File: config.mk
export PLATFORM = sky130hd
export DESIGN_NAME = axi_console_tx
export DESIGN_NICKNAME = d
export VERILOG_FILES = /design/src/rtl/axi_console_pkg.sv /design/src/rtl/console_fifo.sv /design/src/rtl/axi_console_tx.sv
export SDC_FILE = /design/constraint.sdc
export NUM_CORES = 1
export LEC_CHECK = 0
export CELL_PAD_IN_SITES_DETAIL_PLACEMENT = 0
export CELL_PAD_IN_SITES_GLOBAL_PLACEMENT = 1
export CORE_MARGIN = 3
export CORE_UTILIZATION = 41
export DETAILED_ROUTE_END_ITERATION = 8
export PLACE_DENSITY = 0.82
export SLEW_MARGIN = 10
export SYNTH_ARGS = -nofsm -noshare
export SYNTH_HDL_FRONTEND = slang
export SYNTH_HIERARCHICAL = 1
export SYNTH_SLANG_ARGS = --single-unit
export TNS_END_PERCENT = 5
File: constraint.sdc
create_clock -name clk -period 4.3 [get_ports clk]
set_input_delay 1.075 -clock clk [delete_from_list [all_inputs] [get_ports clk]]
set_output_delay 1.075 -clock clk [all_outputs]
set_load 0.005 [all_outputs]
File: src/rtl/axi_console_pkg.sv
// axi_console_pkg: state encodings and constants shared by the console responder.
package axi_console_pkg;
    typedef enum logic [1:0] {W_IDLE, W_DATA, W_RESP} w_state_t;
    typedef enum logic [1:0] {U_IDLE, U_START, U_DATA, U_STOP} u_state_t;
    localparam logic [63:0] PASS_WORD  = 64'h444333222;
    localparam logic [63:0] FAIL_WORD  = 64'h2382348720;
    localparam logic [1:0]  BRESP_OKAY = 2'b00;
endpackage

File: src/rtl/console_fifo.sv
// console_fifo: 8-bit synchronous character FIFO; extra pointer bit separates full from empty.
module console_fifo #(
    parameter int FIFO_DEPTH = 16
) (
    input  logic       clk,
    input  logic       rst_b,
    input  logic       push,
    input  logic [7:0] din,
    input  logic       pop,
    output logic [7:0] dout,
    output logic       full,
    output logic       empty
);
    localparam int AW = $clog2(FIFO_DEPTH);
    logic [AW:0] wr_ptr, rd_ptr;
    logic [7:0]  mem [FIFO_DEPTH];
    logic        do_push, do_pop;
    assign empty   = wr_ptr == rd_ptr;
    assign full    = (wr_ptr[AW] != rd_ptr[AW]) && (wr_ptr[AW-1:0] == rd_ptr[AW-1:0]);
    assign dout    = mem[rd_ptr[AW-1:0]];
    assign do_push = push && (!full || pop);
    assign do_pop  = pop && !empty;
    always_ff @(posedge clk or negedge rst_b) begin
        if (!rst_b) begin
            wr_ptr <= '0;
            rd_ptr <= '0;
        end else begin
            if (do_push) wr_ptr <= wr_ptr + 1'b1;
            if (do_pop) rd_ptr <= rd_ptr + 1'b1;
        end
    end
    always_ff @(posedge clk) begin
        if (do_push) mem[wr_ptr[AW-1:0]] <= din;
    end
endmodule

File: src/rtl/axi_console_tx.sv
// axi_console_tx: AXI write responder that forwards console bytes to an 8N1 UART.
// Finish-word pass/fail detection is built only when AXI_CONSOLE_FINISH_EN is defined.
module axi_console_tx
    import axi_console_pkg::*;
#(
    parameter logic [31:0] CONSOLE_ADDR = 32'h01ff_fff0,
    parameter logic [31:0] FINISH_ADDR  = 32'h01ff_ffe0,
    parameter int          FIFO_DEPTH   = 16,
    parameter int          CLK_DIV      = 868
) (
    input  logic         clk,
    input  logic         rst_b,
    input  logic         awvalid,
    output logic         awready,
    input  logic [31:0]  awaddr,
    input  logic [3:0]   awlen,
    input  logic [7:0]   awid,
    input  logic         wvalid,
    output logic         wready,
    input  logic [127:0] wdata,
    input  logic [15:0]  wstrb,
    input  logic         wlast,
    output logic         bvalid,
    input  logic         bready,
    output logic [7:0]   bid,
    output logic [1:0]   bresp,
    output logic         uart_txd,
    output logic         tx_busy,
    output logic         test_pass,
    output logic         test_fail
);
    localparam int CW = $clog2(CLK_DIV);
    w_state_t    w_state;
    u_state_t    u_state;
    logic [27:0] base_addr, beat_addr;
    logic [3:0]  beat, len;
    logic        w_hs, strb_ok, push, pop, full, empty, tick, unused_ok;
    logic [7:0]  push_byte, dout, sh;
    logic [CW-1:0] cnt;
    logic [2:0]  bitn;
    assign beat_addr = base_addr + 28'(beat);
    assign wready    = (w_state == W_DATA) && !full;
    assign w_hs      = wvalid && wready;
    assign bresp     = BRESP_OKAY;
    assign strb_ok   = wstrb inside {16'h000f, 16'h00f0, 16'h0f00, 16'hf000};
    assign push_byte = wstrb == 16'h000f ? wdata[7:0] :
                       wstrb == 16'h00f0 ? wdata[39:32] :
                       wstrb == 16'h0f00 ? wdata[71:64] : wdata[103:96];
    assign push      = w_hs && strb_ok && beat_addr == CONSOLE_ADDR[31:4];
    assign unused_ok = ^{awaddr[3:0], len, wdata, FINISH_ADDR};
    always_ff @(posedge clk or negedge rst_b) begin
        if (!rst_b) begin
            w_state   <= W_IDLE;
            awready   <= 1'b0;
            bvalid    <= 1'b0;
            bid       <= '0;
            base_addr <= '0;
            beat      <= '0;
            len       <= '0;
        end else begin
            case (w_state)
                W_IDLE: begin
                    awready <= 1'b1;
                    if (awvalid && awready) begin
                        base_addr <= awaddr[31:4];
                        len       <= awlen;
                        bid       <= awid;
                        beat      <= '0;
                        awready   <= 1'b0;
                        w_state   <= W_DATA;
                    end
                end
                W_DATA: if (w_hs) begin
                    beat <= beat + 1'b1;
                    if (wlast) begin
                        bvalid  <= 1'b1;
                        w_state <= W_RESP;
                    end
                end
                W_RESP: if (bready) begin
                    bvalid  <= 1'b0;
                    awready <= 1'b1;
                    w_state <= W_IDLE;
                end
                default: w_state <= W_IDLE;
            endcase
        end
    end
`ifdef AXI_CONSOLE_FINISH_EN
    logic fin_hit;
    assign fin_hit = w_hs && wstrb[7:0] == 8'hff && beat_addr == FINISH_ADDR[31:4];
    always_ff @(posedge clk or negedge rst_b) begin
        if (!rst_b) begin
            test_pass <= 1'b0;
            test_fail <= 1'b0;
        end else begin
            if (fin_hit && wdata[63:0] == PASS_WORD) test_pass <= 1'b1;
            if (fin_hit && wdata[63:0] == FAIL_WORD) test_fail <= 1'b1;
        end
    end
`else
    assign test_pass = 1'b0;
    assign test_fail = 1'b0;
`endif
    console_fifo #(.FIFO_DEPTH(FIFO_DEPTH)) u_fifo (
        .clk  (clk),
        .rst_b(rst_b),
        .push (push),
        .din  (push_byte),
        .pop  (pop),
        .dout (dout),
        .full (full),
        .empty(empty)
    );
    // A new byte is taken either from idle or at the end of a stop bit, so frames run back to back.
    assign tick    = cnt == CW'(CLK_DIV - 1);
    assign pop     = !empty && (u_state == U_IDLE || (u_state == U_STOP && tick));
    assign tx_busy = !empty || u_state != U_IDLE;
    always_ff @(posedge clk or negedge rst_b) begin
        if (!rst_b) begin
            u_state  <= U_IDLE;
            cnt      <= '0;
            bitn     <= '0;
            sh       <= '0;
            uart_txd <= 1'b1;
        end else begin
            cnt <= (u_state == U_IDLE || tick) ? '0 : cnt + 1'b1;
            case (u_state)
                U_IDLE: if (pop) begin
                    sh       <= dout;
                    uart_txd <= 1'b0;
                    u_state  <= U_START;
                end
                U_START: if (tick) begin
                    uart_txd <= sh[0];
                    sh       <= sh >> 1;
                    bitn     <= '0;
                    u_state  <= U_DATA;
                end
                U_DATA: if (tick) begin
                    if (bitn == 3'd7) begin
                        uart_txd <= 1'b1;
                        u_state  <= U_STOP;
                    end else begin
                        uart_txd <= sh[0];
                        sh       <= sh >> 1;
                        bitn     <= bitn + 1'b1;
                    end
                end
                U_STOP: if (tick) begin
                    if (pop) begin
                        sh       <= dout;
                        uart_txd <= 1'b0;
                        u_state  <= U_START;
                    end else begin
                        u_state  <= U_IDLE;
                    end
                end
                default: u_state <= U_IDLE;
            endcase
        end
    end
endmodule

### Word-level counts from Yosys, hierarchy flattened

Memories as Yosys holds them, arrays and structs flattened.
Cells that the tools add are included.

* add/sub/neg operators: 6
* eq/ne operators: 25
* multiplexer cells: 44
* reductions and logical operators: 33

Operators by type and width (count)
* 8-bit 2-to-1 mux: 8
* 8-bit one-hot mux with 4 select lines: 1
* 28-bit by 4-bit adder with 28-bit output: 1
* 28-bit by 21-bit == test with 1-bit output, second input constant: 1
* 2-bit 2-to-1 mux: 9
* 2-bit inequality test, second input constant: 9
* 16-bit by 12-bit == test with 1-bit output, second input constant: 1
* 16-bit == test, second input constant: 1
* 16-bit by 4-bit == test with 1-bit output, second input constant: 1
* 16-bit by 8-bit == test with 1-bit output, second input constant: 1
* 4-bit AND reduction: 4
* 1-bit 2-to-1 mux: 13
* 10-bit by 1-bit adder with 10-bit output, second input constant: 1
* 5-bit by 1-bit adder with 5-bit output, second input constant: 2
* 10-bit == test, second input constant: 1
* 1-bit logical AND: 10
* 10-bit 2-to-1 mux: 1
* 2-bit nonzero test: 5
* 3-bit 2-to-1 mux: 3
* 4-bit 2-to-1 mux: 2
* 2-bit one-hot mux with 4 select lines: 1
* 4-bit one-hot mux with 2 select lines: 1
* 2-bit == test, second input constant: 3
* 2-bit one-hot mux with 3 select lines: 1
* 18 further kinds: 27

* register bits after elaboration: 78
* bits in writable memories: 128
* output and inout bits: 17
* memories kept: 1

Memory list
* u_fifo.mem: depth 16, bits a word 8, rd ports 1, clocked after Yosys merged registers in 0, wr ports 1, line console_fifo.sv:16 `logic [7:0] mem [FIFO_DEPTH];`

### Logic depth before layout (Yosys ltp)

Gate-level depths: netlist of run 1.

* word-level depth: 10
* gate-level depth with buffers: 14
* depth with buffers taken out: 13

### By module

The synthesis of run 1 kept the hierarchy.

Modules (own cells, without submodules)
* console_fifo: times used 1, cells each 308, area an instance 5688.0 um^2, seq. area each 4093.9 um^2
* axi_console_tx: times used 1, cells each 385, area an instance 3818.7 um^2, seq. area each 1702.9 um^2

### Worst setup path after synthesis of run 1

Ideal clock, no wire load.

* kind: input-to-reg
* from: in wstrb[8]
* to: mem u_fifo.mem[11][0], enable pin
* arrival: 3.244 ns
* setup slack: 0.725 ns
* stages on the path: 10
* buffers on the path: 1
* path through: or4_4 > nor2_1 > o21ba_2 > o21ai_0 > nand3_1 > a2111oi_0 > and4b_1 > a21boi_1 > buf_2 > and3_1

* word-level cells in the longest chain between the ends: 7
* elaborated cells on any way between the ends: 10

Ends and longest elaborated chain
* from (decl): line axi_console_tx.sv:21 `input logic [15:0] wstrb,`
* 16-bit by 4-bit == test with 1-bit output (tied with other cells): line axi_console_tx.sv:45 `assign strb_ok = wstrb inside {16'h000f, 16'h00f0, 16'h0f00, 16'hf000};`
* 4-bit nonzero test *: line axi_console_tx.sv:45
* 1-bit logical AND * (2 in a row): line axi_console_tx.sv:49 `assign push = w_hs && strb_ok && beat_addr == CONSOLE_ADDR[31:4];`
* via push: line axi_console_tx.sv:37 `logic w_hs, strb_ok, push, pop, full, empty, tick, unused_ok;`
* 1-bit logical AND *: line console_fifo.sv:21 `assign do_push = push && (!full || pop);`
* 1-bit 2-to-1 mux *: line console_fifo.sv:33 `if (do_push) mem[wr_ptr[AW-1:0]] <= din;`
* 1-bit 2-to-1 mux (not written as such) *: line console_fifo.sv:33
* to (decl): line console_fifo.sv:16

The timed path passes the listed nets; every way through them passes the cells marked *.

### Worst setup path in the final report of run 1

* from: in wstrb[8]
* to: mem u_fifo.mem[1][0], enable pin

The elaborated chain is that of the path after synthesis.

==> results of run 1 <==
## cell type report
cell class | instances | area [sq um] | share of cell area
well taps | 285 | 357 | 0.0297
multi-input cells | 443 | 3490 | 0.291
clock inverters | 16 | 213 | 0.0177
flip-flops and latches | 206 | 5800 | 0.483
inverters | 14 | 52.6 | 0.00438
repair buffers | 144 | 1530 | 0.128
clock buffers | 24 | 558 | 0.0465
## cell usage in the layout (no fill, tap or decap), types with 6 or more instances in the layout
cell             Yosys  layout
mux4_1              16      16
inv_1               14      14
a21o_1               6       6
a21oi_1             15      15
mux2i_1             32      32
nand4_1             12      12
mux2_2              40      40
nand2_1             53      53
buf_12               0      16
o21ai_0             30      30
edfxtp_1           128     128
buf_4                8      27
clkdlybuf4s50_1      0     101
nand3_1             12      12
dfrtp_1             77      76
nor2b_1             20      20
nor2_1              43      43
ha_1                18      18
nor4_1               6       6
a211oi_1             9       9
xnor2_1             16      16
a2111oi_0            9       9
and3_1              22      22
xor2_1              14      14
a31oi_1              9       9
clkbuf_16            0      22
nor3_1               9       8
## layer usage
layer	track usage	part of all wire
met2	0.266	0.50
met3	0.0217	0.049
met5	0	0
met4	0.0397	0.016
met1	0.222	0.44
## power breakdown
| part | switching (mW) | total (mW) | internal [mW] |
|---|---|---|---|
| Sequential | 0.182 | 2.49 | 2.31 |
| Combinational | 0.338 | 0.835 | 0.497 |
| Clock | 0.745 | 1.98 | 1.24 |
## worst max-delay path by stage
stage / startpoint / end / slack (ps) / cells after the start
final: wstrb[8] / u_fifo/mem[1][0]$_DFFE_PP_ / 500 / 13
after global routing: wstrb[5] / u_fifo/mem[1][6]$_DFFE_PP_ / 140 / 13
after CTS: wstrb[8] / u_fifo/mem[1][6]$_DFFE_PP_ / 510 / 13
after detailed placement: wstrb[8] / u_fifo/mem[1][7]$_DFFE_PP_ / -20 / 13
after global placement: wstrb[8] / u_fifo/mem[1][7]$_DFFE_PP_ / 30 / 13
after floorplan: wstrb[8] / u_fifo/mem[11][0]$_DFFE_PP_ / 720 / 10
## flip-flops by register name, indices dropped and copies added, names as in the netlist
name and flops:
base_addr 28, w_state 2, uart_txd 1, u_fifo/wr_ptr 5
cnt 10, bitn 3, bid 8, bvalid 1
beat 4, sh 8, u_fifo/rd_ptr 5, u_fifo/mem 128
u_state 2, awready 1
## worst register-to-register path, stage by stage, from the launching register on
cell and delay, ps:
dfrtp_1 430, ha_1 240, inv_1 70, fa_1 400, nand2b_1 170, a21oi_1 120, buf_4 160, and3_1 220
nand4_1 130, xor2_1 170, a2111oi_0 260, and4b_1 260, a21boi_1 160, buf_4 210, and3_1 240, buf_12 140
## metrics by stage
stage	cells	hold slack, ps	setup WS, ps	TNS, ps
6_report	1132	482	502	0
5_1_grt	1132	505	142	0
4_1_cts	1132	484	508	0
3_5_place_dp	1092	470	-17.8	-139
3_3_place_gp	1092	462	27.1	0
2_1_floorplan	696	450	725	0
## kinds of logic after synthesis
group,count (synthesis),share of synthesized area
adders and majority gates,19,0.0258
muxes,92,0.135
buffers and inverters,47,0.0246
xor gates and xnor gates,30,0.0276
other,1,0.000394
DFF,206,0.610
AOI/OAI and AO/OA,98,0.0669
and+or+nand+nor,200,0.110
==> impl_metrics.json, run 1 <==
{
  "status": "complete, no violations",
  "min_from": "cnt[0]$_DFF_PN0_",
  "synth_cell_types": 58,
  "hold_end": "cnt[0]$_DFF_PN0_",
  "portBuffers": 102,
  "cts.reportedPaths.clkPinSlew_ps": 60,
  "cpMostUsedCell": "buf_4",
  "pwr_density_cell_mw_per_mm2": 442,
  "cp_top_family": "simple AND/OR/NAND/NOR gates",
  "dp_hpwl_mm": 13.0,
  "r2r-end": "u_fifo/mem[1][0]$_DFFE_PP_",
  "yosysTopAreaCellShare": 0.404,
  "synthArstFlopShare": 0.379,
  "synth.avg_cell_area_sq_um": 13.7,
  "gp_congestion": 0.806,
  "utilization": 0.529,
  "setup_violations": 0,
  "vias": 5946,
  "crit_chain": "clkdlybuf4s50_1 > or4_4 > nor2_1 > o21ba_2 > o21ai_0 > buf_4 > nand3_1 > a2111oi_0 > and4b_1 > a21boi_1 > buf_4 > and3_1 > buf_12",
  "io_pins": 211,
  "wl_per_cell_um": 17.3,
  "synth_most_common_cell": "edfxtp_1",
  "ys_seq_area_frac": 0.610,
  "r2r-start": "beat[0]$_DFFE_PN0P_",
  "post-route-drc-count": 0,
  "synthToLayoutAreaGrowth_pct": 26.3,
  "ys.flop_type": "edfxtp_1",
  "n_fill_cell": 1935,
  "arrival_ps": 4020,
  "grt_pass1_wl_mm": 31.8,
  "die_h_um": 158,
  "initial_core_util": 0.419,
  "endpoint_kind": "register",
  "path_buf_inv": 4,
  "fin_crit_ps": 3800,
  "p_total_mw": 5.31,
  "place_area_sq_mm": 0.0112,
  "ctsResizeCount": 0,
  "cp_slowest_stage_delay_ps": 550,
  "synthCells": 693,
  "r2r_cells": 15,
  "grt_pass1_vias": 6049,
  "slew_headroom": 0.336,
  "clk_path_buf_depth": 3,
  "postCtsSetupRepairBufs": 0,
  "max_cap_violations": 0,
  "drt_iter0_drc": 329,
  "htreeDepth": 1,
  "max_freq_mhz": 263,
  "skew_ps": 19.6,
  "path_class": "input port to register",
  "cp_max_fo": 17,
  "cp-start-kind": "input port",
  "cts.sinks": 206,
  "num_antenna_cells": 0,
  "core_area_sq_mm": 0.0227,
  "ys_top_cells_by_count": "edfxtp_1, dfrtp_1, nand2_1",
  "cp_slowest_cell": "or4_4",
  "antenna_found_initial": 0,
  "num_rows": 55,
  "cts_tree": "done",
  "grt_overflow": 0,
  "dieArea_sq_mm": 0.0250,
  "ys_seq_elements": 206,
  "ys.warnings.count": 6,
  "vias_per_cell": 5.25,
  "r2r_slack_ps": 640,
  "drive_above_1_share": 0.158,
  "critPathRequiredTime_ps": 4520,
  "hold_viol_final": 0,
  "vdd_drop_max_mv": 0.232,
  "synth_enable_flop_cells": 128,
  "synthTopCellsByArea": "edfxtp_1, dfrtp_1, mux2_2",
  "holdPathStages": 1,
  "worst_slew_pin_slew_ps": 996,
  "finalMaxSlewViolations": 0,
  "final_nets": 1044,
  "synth_area_sq_mm": 0.00951,
  "yosysTopAreaCell": "edfxtp_1",
  "clkLatencyLatePin_ps": 510,
  "firstDrtPassIters": 4,
  "leakage_nw": 4.54,
  "grt_max_degree": 79,
  "ctsRootBufferMaster": "clkbuf_16",
  "rsz0062_at_grt": "false",
  "period_share": 0.883,
  "cts_hold_buf": 0,
  "holdCritPathClass": "register to register",
  "final_cell_area_sq_mm": 0.0120,
  "cts_inserted_buffers": 22,
  "postRouteAntennaNets": 0,
  "die_x_um": 158,
  "drt-total-wl_mm": 19.5,
  "grt.total_usage": 0.159
}
No activity file was read; power rests on OpenSTA's default activity.
==> run 2: changes to the inputs <==
--- a/config.mk
+++ b/config.mk
@@ -5,12 +5,13 @@
 export SDC_FILE = /design/constraint.sdc
 export NUM_CORES = 1
 export LEC_CHECK = 0
+export ABC_AREA = 1
 export CELL_PAD_IN_SITES_DETAIL_PLACEMENT = 0
 export CELL_PAD_IN_SITES_GLOBAL_PLACEMENT = 1
 export CORE_MARGIN = 3
-export CORE_UTILIZATION = 41
+export CORE_UTILIZATION = 39
 export DETAILED_ROUTE_END_ITERATION = 8
-export PLACE_DENSITY = 0.82
+export PLACE_DENSITY = 0.83
 export SLEW_MARGIN = 10
 export SYNTH_ARGS = -nofsm -noshare
 export SYNTH_HDL_FRONTEND = slang
==> impl_metrics.json, run 2 <==
{
  "worst_slew_pin_slew_ps": 801,
  "endpoint_kind": "primary output",
  "path_class": "register to primary output",
  "rsz0062_at_grt": "false",
  "synth_top_family_by_area": "simple AND/OR/NAND/NOR gates",
  "dp_hpwl_mm": 15.7,
  "ys_seq_elements": 206,
  "max_freq_mhz": 275,
  "synthSimpleGateAreaFrac": 0.232,
  "arrival_ps": 2560,
  "holdCritPathClass": "register to register",
  "finalMaxSlewViolations": 0,
  "fin_crit_ps": 3630,
  "ys.warnings.count": 6,
  "pwr_density_cell_mw_per_mm2": 437,
  "cpMostUsedCell": "nand2_1",
  "r2r_slack_ps": 1090,
  "die_h_um": 168,
  "dieArea_sq_mm": 0.0283,
  "core_area_sq_mm": 0.0255,
  "r2r-start": "u_fifo/rd_ptr[3]$_DFFE_PN0P_",
  "post-route-drc-count": 0,
  "largest_register_ffs": 128,
  "grt.total_usage": 0.159,
  "synth_most_common_cell": "nand2_1",
  "cp_slowest_stage_delay_ps": 670,
  "synthToLayoutAreaGrowth_pct": 22.3,
  "num_antenna_cells": 0,
  "vdd_drop_max_mv": 0.310,
  "initial_core_util": 0.402,
  "cp_slowest_cell": "dfrtp_1",
  "ys_top_cells_by_count": "nand2_1, nor2_1, edfxtp_1",
  "cp_top_family": "buffers and inverters",
  "max_cap_violations": 0,
  "io_pins": 211,
  "final_common_cell": "nand2_1",
  "synth.mux.area_fraction": 0.00682,
  "synth_area_sq_mm": 0.0103,
  "cts_tree": "done",
  "synth_adder_area_share": 0.0239,
  "path_buf_inv": 3,
  "vias_per_cell": 4.90,
  "num_rows": 58,
  "drive_above_1_share": 0.0897,
  "synthXorXnorAreaFrac": 0.00938,
  "clk_path_buf_depth": 3,
  "postRouteAntennaNets": 0,
  "skew_ps": 11.0,
  "portBuffers": 102,
  "cts_inserted_buffers": 22,
  "firstDrtPassIters": 5,
  "synth.avg_cell_area_sq_um": 9.07,
  "period_share": 0.845,
  "r2r-end": "u_fifo/mem[15][3]$_DFFE_PP_",
  "synth-compound-area-share": 0.106,
  "dp_slack_ps": 507,
  "yosysTopAreaCellShare": 0.374,
  "vias": 7848,
  "ys.flop_type": "edfxtp_1",
  "antenna_found_initial": 0,
  "synthArstFlopShare": 0.379,
  "grt_overflow": 0,
  "synthTopCellsByArea": "edfxtp_1, dfrtp_1, nand2_1",
  "layout_common_cells": "nand2_1, nor2_1, edfxtp_1, clkdlybuf4s50_1, o21ai_0",
  "cp_max_fo": 12,
  "slew_headroom": 0.466,
  "drt_iter0_drc": 445,
  "crit_chain": "inv_2 > nand2_1 > nand2_1 > nor2_4 > nand3_1 > inv_1 > nand2_1 > clkdlybuf4s50_1",
  "htreeDepth": 1,
  "ctsRootBufferMaster": "clkbuf_16",
  "leakage_nw": 5.08,
  "synthCells": 1133,
  "wl_per_cell_um": 14.3,
  "layout_setup_ws_ps": 667,
  "final_nets": 1468,
  "ctsResizeCount": 0,
  "grt_pass1_vias": 7404,
  "postCtsSetupRepairBufs": 0,
  "critPathRequiredTime_ps": 3220,
  "ys_seq_area_frac": 0.564,
  "synth_enable_flop_cells": 128,
  "synth_cell_types": 44,
  "holdPathStages": 1,
  "status": "complete, no violations",
  "gp_congestion": 0.866,
  "min_from": "cnt[0]$_DFF_PN0_",
  "grt_max_degree": 83,
  "cts_hold_buf": 0,
  "grt_pass1_wl_mm": 37.1,
  "r2r_cells": 17,
  "hold_end": "cnt[0]$_DFF_PN0_",
  "hold_viol_final": 0,
  "setup_violations": 0,
  "cts.reportedPaths.clkPinSlew_ps": 60,
  "drt-total-wl_mm": 23.0,
  "finalSetupTns_ps": 0,
  "cts.sinks": 206,
  "yosysTopAreaCell": "edfxtp_1",
  "die_x_um": 168,
  "cp-start-kind": "register",
  "clkLatencyLatePin_ps": 500
}
[run 2: stage by stage]
step,util,instance area [sq um],hold slack (ps),cells,total power [mW]
2_1_floorplan,-,10300,432,1136,3.11
3_3_place_gp,0.461,11800,443,1561,3.51
3_5_place_dp,0.461,11800,450,1561,3.53
4_1_cts,0.492,12600,458,1601,5.54
5_1_grt,0.492,12600,484,1601,5.79
6_report,0.492,12600,460,1601,5.49
[run 2: kinds of logic after synthesis]
group,after synthesis
AOI/OAI and AO/OA,189
xor gates and xnor gates,11
adders and majority gates,19
buffers and inverters,143
DFF,206
muxes,7
other,1
and+or+nand+nor,557
[run 2: report_power, final]
group | total [mW] | switching (mW) | internal, mW
Combinational | 0.970 | 0.548 | 0.422
Clock | 2.01 | 0.728 | 1.28
Sequential | 2.51 | 0.208 | 2.31
[run 2: how the worst max path moves through the flow]
stage | slack (ps) | endpoint | cells after the start | startpoint
after floorplan | 1010 | u_fifo/mem[11][0]$_DFFE_PP_ | 15 | wstrb[15]
after global placement | 530 | u_fifo/mem[15][3]$_DFFE_PP_ | 16 | wstrb[13]
after detailed placement | 510 | u_fifo/mem[15][5]$_DFFE_PP_ | 16 | wstrb[13]
after CTS | 640 | tx_busy | 8 | u_fifo/rd_ptr[3]$_DFFE_PN0P_
after global routing | 520 | tx_busy | 8 | u_fifo/rd_ptr[3]$_DFFE_PN0P_
final | 670 | tx_busy | 8 | u_fifo/rd_ptr[3]$_DFFE_PN0P_
[run 2: final cells by class]
| cell class | instances | area [sq um] |
|---|---|---|
| clock buffers | 35 | 651 |
| clock inverters | 5 | 136 |
| fillers | 2385 | 13000 |
| inverters | 103 | 387 |
| multi-input cells | 787 | 3910 |
| flip-flops and latches | 206 | 5800 |
| well taps | 330 | 413 |
| repair buffers | 135 | 1270 |
[run 2: routing by layer]
metal  vias up  GRT usage  part of all wire
met5         -          0                 0
li1       4015          -                 -
met4         0     0.0338             0.015
met1      3622      0.211              0.45
met2       184      0.274              0.47
met3        27     0.0277             0.059
==> run 3: changes to the inputs <==
==> constraint.sdc (replaced) <==
create_clock -name clk -period 3.45 [get_ports clk]
set_input_delay 0.8625 -clock clk [delete_from_list [all_inputs] [get_ports clk]]
set_output_delay 0.8625 -clock clk [all_outputs]
set_load 0.005 [all_outputs]
==> impl_metrics.json, run 3 (same netlist as run 2, synthesis figures left out) <==
{
  "status": "complete, no violations",
  "cpMostUsedCell": "nand2_1",
  "leakage_nw": 5.09,
  "skew_ps": 23.2,
  "cp_max_fo": 17,
  "cp_slowest_stage_delay_ps": 520,
  "vias_per_cell": 4.86,
  "portBuffers": 102,
  "fin_crit_ps": 3090,
  "die_x_um": 168,
  "vias": 7808,
  "final_common_cell": "nand2_1",
  "postCtsSetupRepairBufs": 0,
  "path_class": "register to primary output",
  "core_area_sq_mm": 0.0255,
  "finalSetupTns_ps": 0,
  "endpoint_kind": "primary output",
  "grt_max_degree": 83,
  "p_total_mw": 6.69,
  "holdCritPathClass": "input port to asynchronous set/reset pin",
  "io_pins": 211,
  "grt_overflow": 0,
  "htreeDepth": 1,
  "postRouteAntennaNets": 0,
  "slew_headroom": 0.454,
  "finalMaxSlewViolations": 0,
  "final_cell_area_sq_mm": 0.0126,
  "layout_common_cells": "nand2_1, nor2_1, edfxtp_1, clkdlybuf4s50_1, o21ai_0",
  "post-route-drc-count": 0,
  "worst_slew_pin_slew_ps": 819,
  "vdd_drop_max_mv": 0.400,
  "die_h_um": 168,
  "grt_pass1_vias": 7603,
  "largest_register_ffs": 128,
  "initial_core_util": 0.402,
  "drt-total-wl_mm": 23.2,
  "wl_per_cell_um": 14.4,
  "num_rows": 58,
  "num_antenna_cells": 0,
  "clkLatencyLatePin_ps": 510,
  "hold_viol_final": 0,
  "clk_path_buf_depth": 3,
  "cp-start-kind": "register",
  "ctsResizeCount": 0,
  "rsz0062_at_grt": "false",
  "dp_cells": 1569,
  "arrival_ps": 2220,
  "grt.total_usage": 0.163,
  "drive_above_1_share": 0.0987,
  "cts.sinks": 206,
  "holdWs_ps": 458,
  "drt_iter0_drc": 521,
  "max_freq_mhz": 324,
  "dp_hpwl_mm": 16.0,
  "cts_inserted_buffers": 22,
  "cp_slowest_cell": "clkdlybuf4s50_1",
  "ctsRootBufferMaster": "clkbuf_16",
  "setup_violations": 0,
  "cts_tree": "done",
  "max_cap_violations": 0,
  "synthToLayoutAreaGrowth_pct": 22.6,
  "final_cells": 1607,
  "gp_congestion": 0.841,
  "final_nets": 1476,
  "antenna_found_initial": 0,
  "critPathRequiredTime_ps": 2590,
  "cts.reportedPaths.clkPinSlew_ps": 60,
  "place_area_sq_mm": 0.0118,
  "dieArea_sq_mm": 0.0283,
  "pwr_density_cell_mw_per_mm2": 531,
  "crit_chain": "inv_2 > nand2_1 > nand2_1 > nor2_2 > nand3_1 > inv_1 > nand2_1 > clkdlybuf4s50_1",
  "period_share": 0.894,
  "firstDrtPassIters": 7,
  "grt_pass1_wl_mm": 37.8,
  "cts_hold_buf": 0
}
[run 3: changes by cell type in the layout (fill, tap and decap cells not counted), sizes merged]
cell,before,now
buf,34,42
clkbuf,35,27
clkinv,1,6
clkinvlp,0,2
bufinv,4,3
[run 3: critical path, delay by kind of cell, from the launching register on]
kind	cells	cell delay, ps
AND/OR/NAND/NOR	5	460
buffers and inverters	3	850
flip-flops	1	410
[run 3: final cells by class]
| class | instances | area, sq um |
|---|---|---|
| Clock inverter | 11 | 141 |
| Timing Repair Buffer | 143 | 1340 |
| Tap cell | 330 | 413 |
| Sequential cell | 206 | 5800 |
| Inverter | 103 | 387 |
| Multi-Input combinational cell | 787 | 3920 |
| Clock buffer | 27 | 589 |
| Fill cell | 2406 | 13000 |
[run 3: power breakdown]
group / leakage, nW / internal [mW] / switching [mW]
Clock: 0.349 / 1.43 / 0.911
Sequential: 2.17 / 2.87 / 0.256
Combinational: 2.58 / 0.529 / 0.684
Total: 5.09 / 4.84 / 1.85
[run 3: path summary, 6_finish.rpt]
kind	startpoint	end	slack, ps	cells after the start
worst max register to register	beat[0]$_DFFE_PN0P_	u_fifo/mem[7][0]$_DFFE_PP_	420	21
worst min register to register	cnt[0]$_DFF_PN0_	cnt[0]$_DFF_PN0_	460	1
min in group clk	cnt[0]$_DFF_PN0_	cnt[0]$_DFF_PN0_	460	1
max in group asynchronous	rst_b	w_state[0]$_DFFE_PN0P_	2320	2
worst min-delay path	rst_b	base_addr[19]$_DFFE_PN0P_	460	1
worst max-delay path	u_fifo/rd_ptr[1]$_DFFE_PN0P_	tx_busy	360	8
[run 3: routing by layer]
layer | routed length, um | part of all wire | up-vias | global-route usage
met3 | 1210 | 0.052 | 35 | 0.0258
met5 | 0 | 0 | - | 0
met2 | 10900 | 0.47 | 190 | 0.274
li1 | - | - | 4037 | -
met4 | 485 | 0.021 | 0 | 0.0455
met1 | 10600 | 0.46 | 3546 | 0.219
[run 3: stage by stage]
step / setup slack (ps) / utilization
CTS: 304 / 0.492
finish: 364 / 0.493
detailed placement: -2.24 / 0.464
floorplan: 342 / -
global route: 11.1 / 0.493
global placement: 72.6 / 0.464
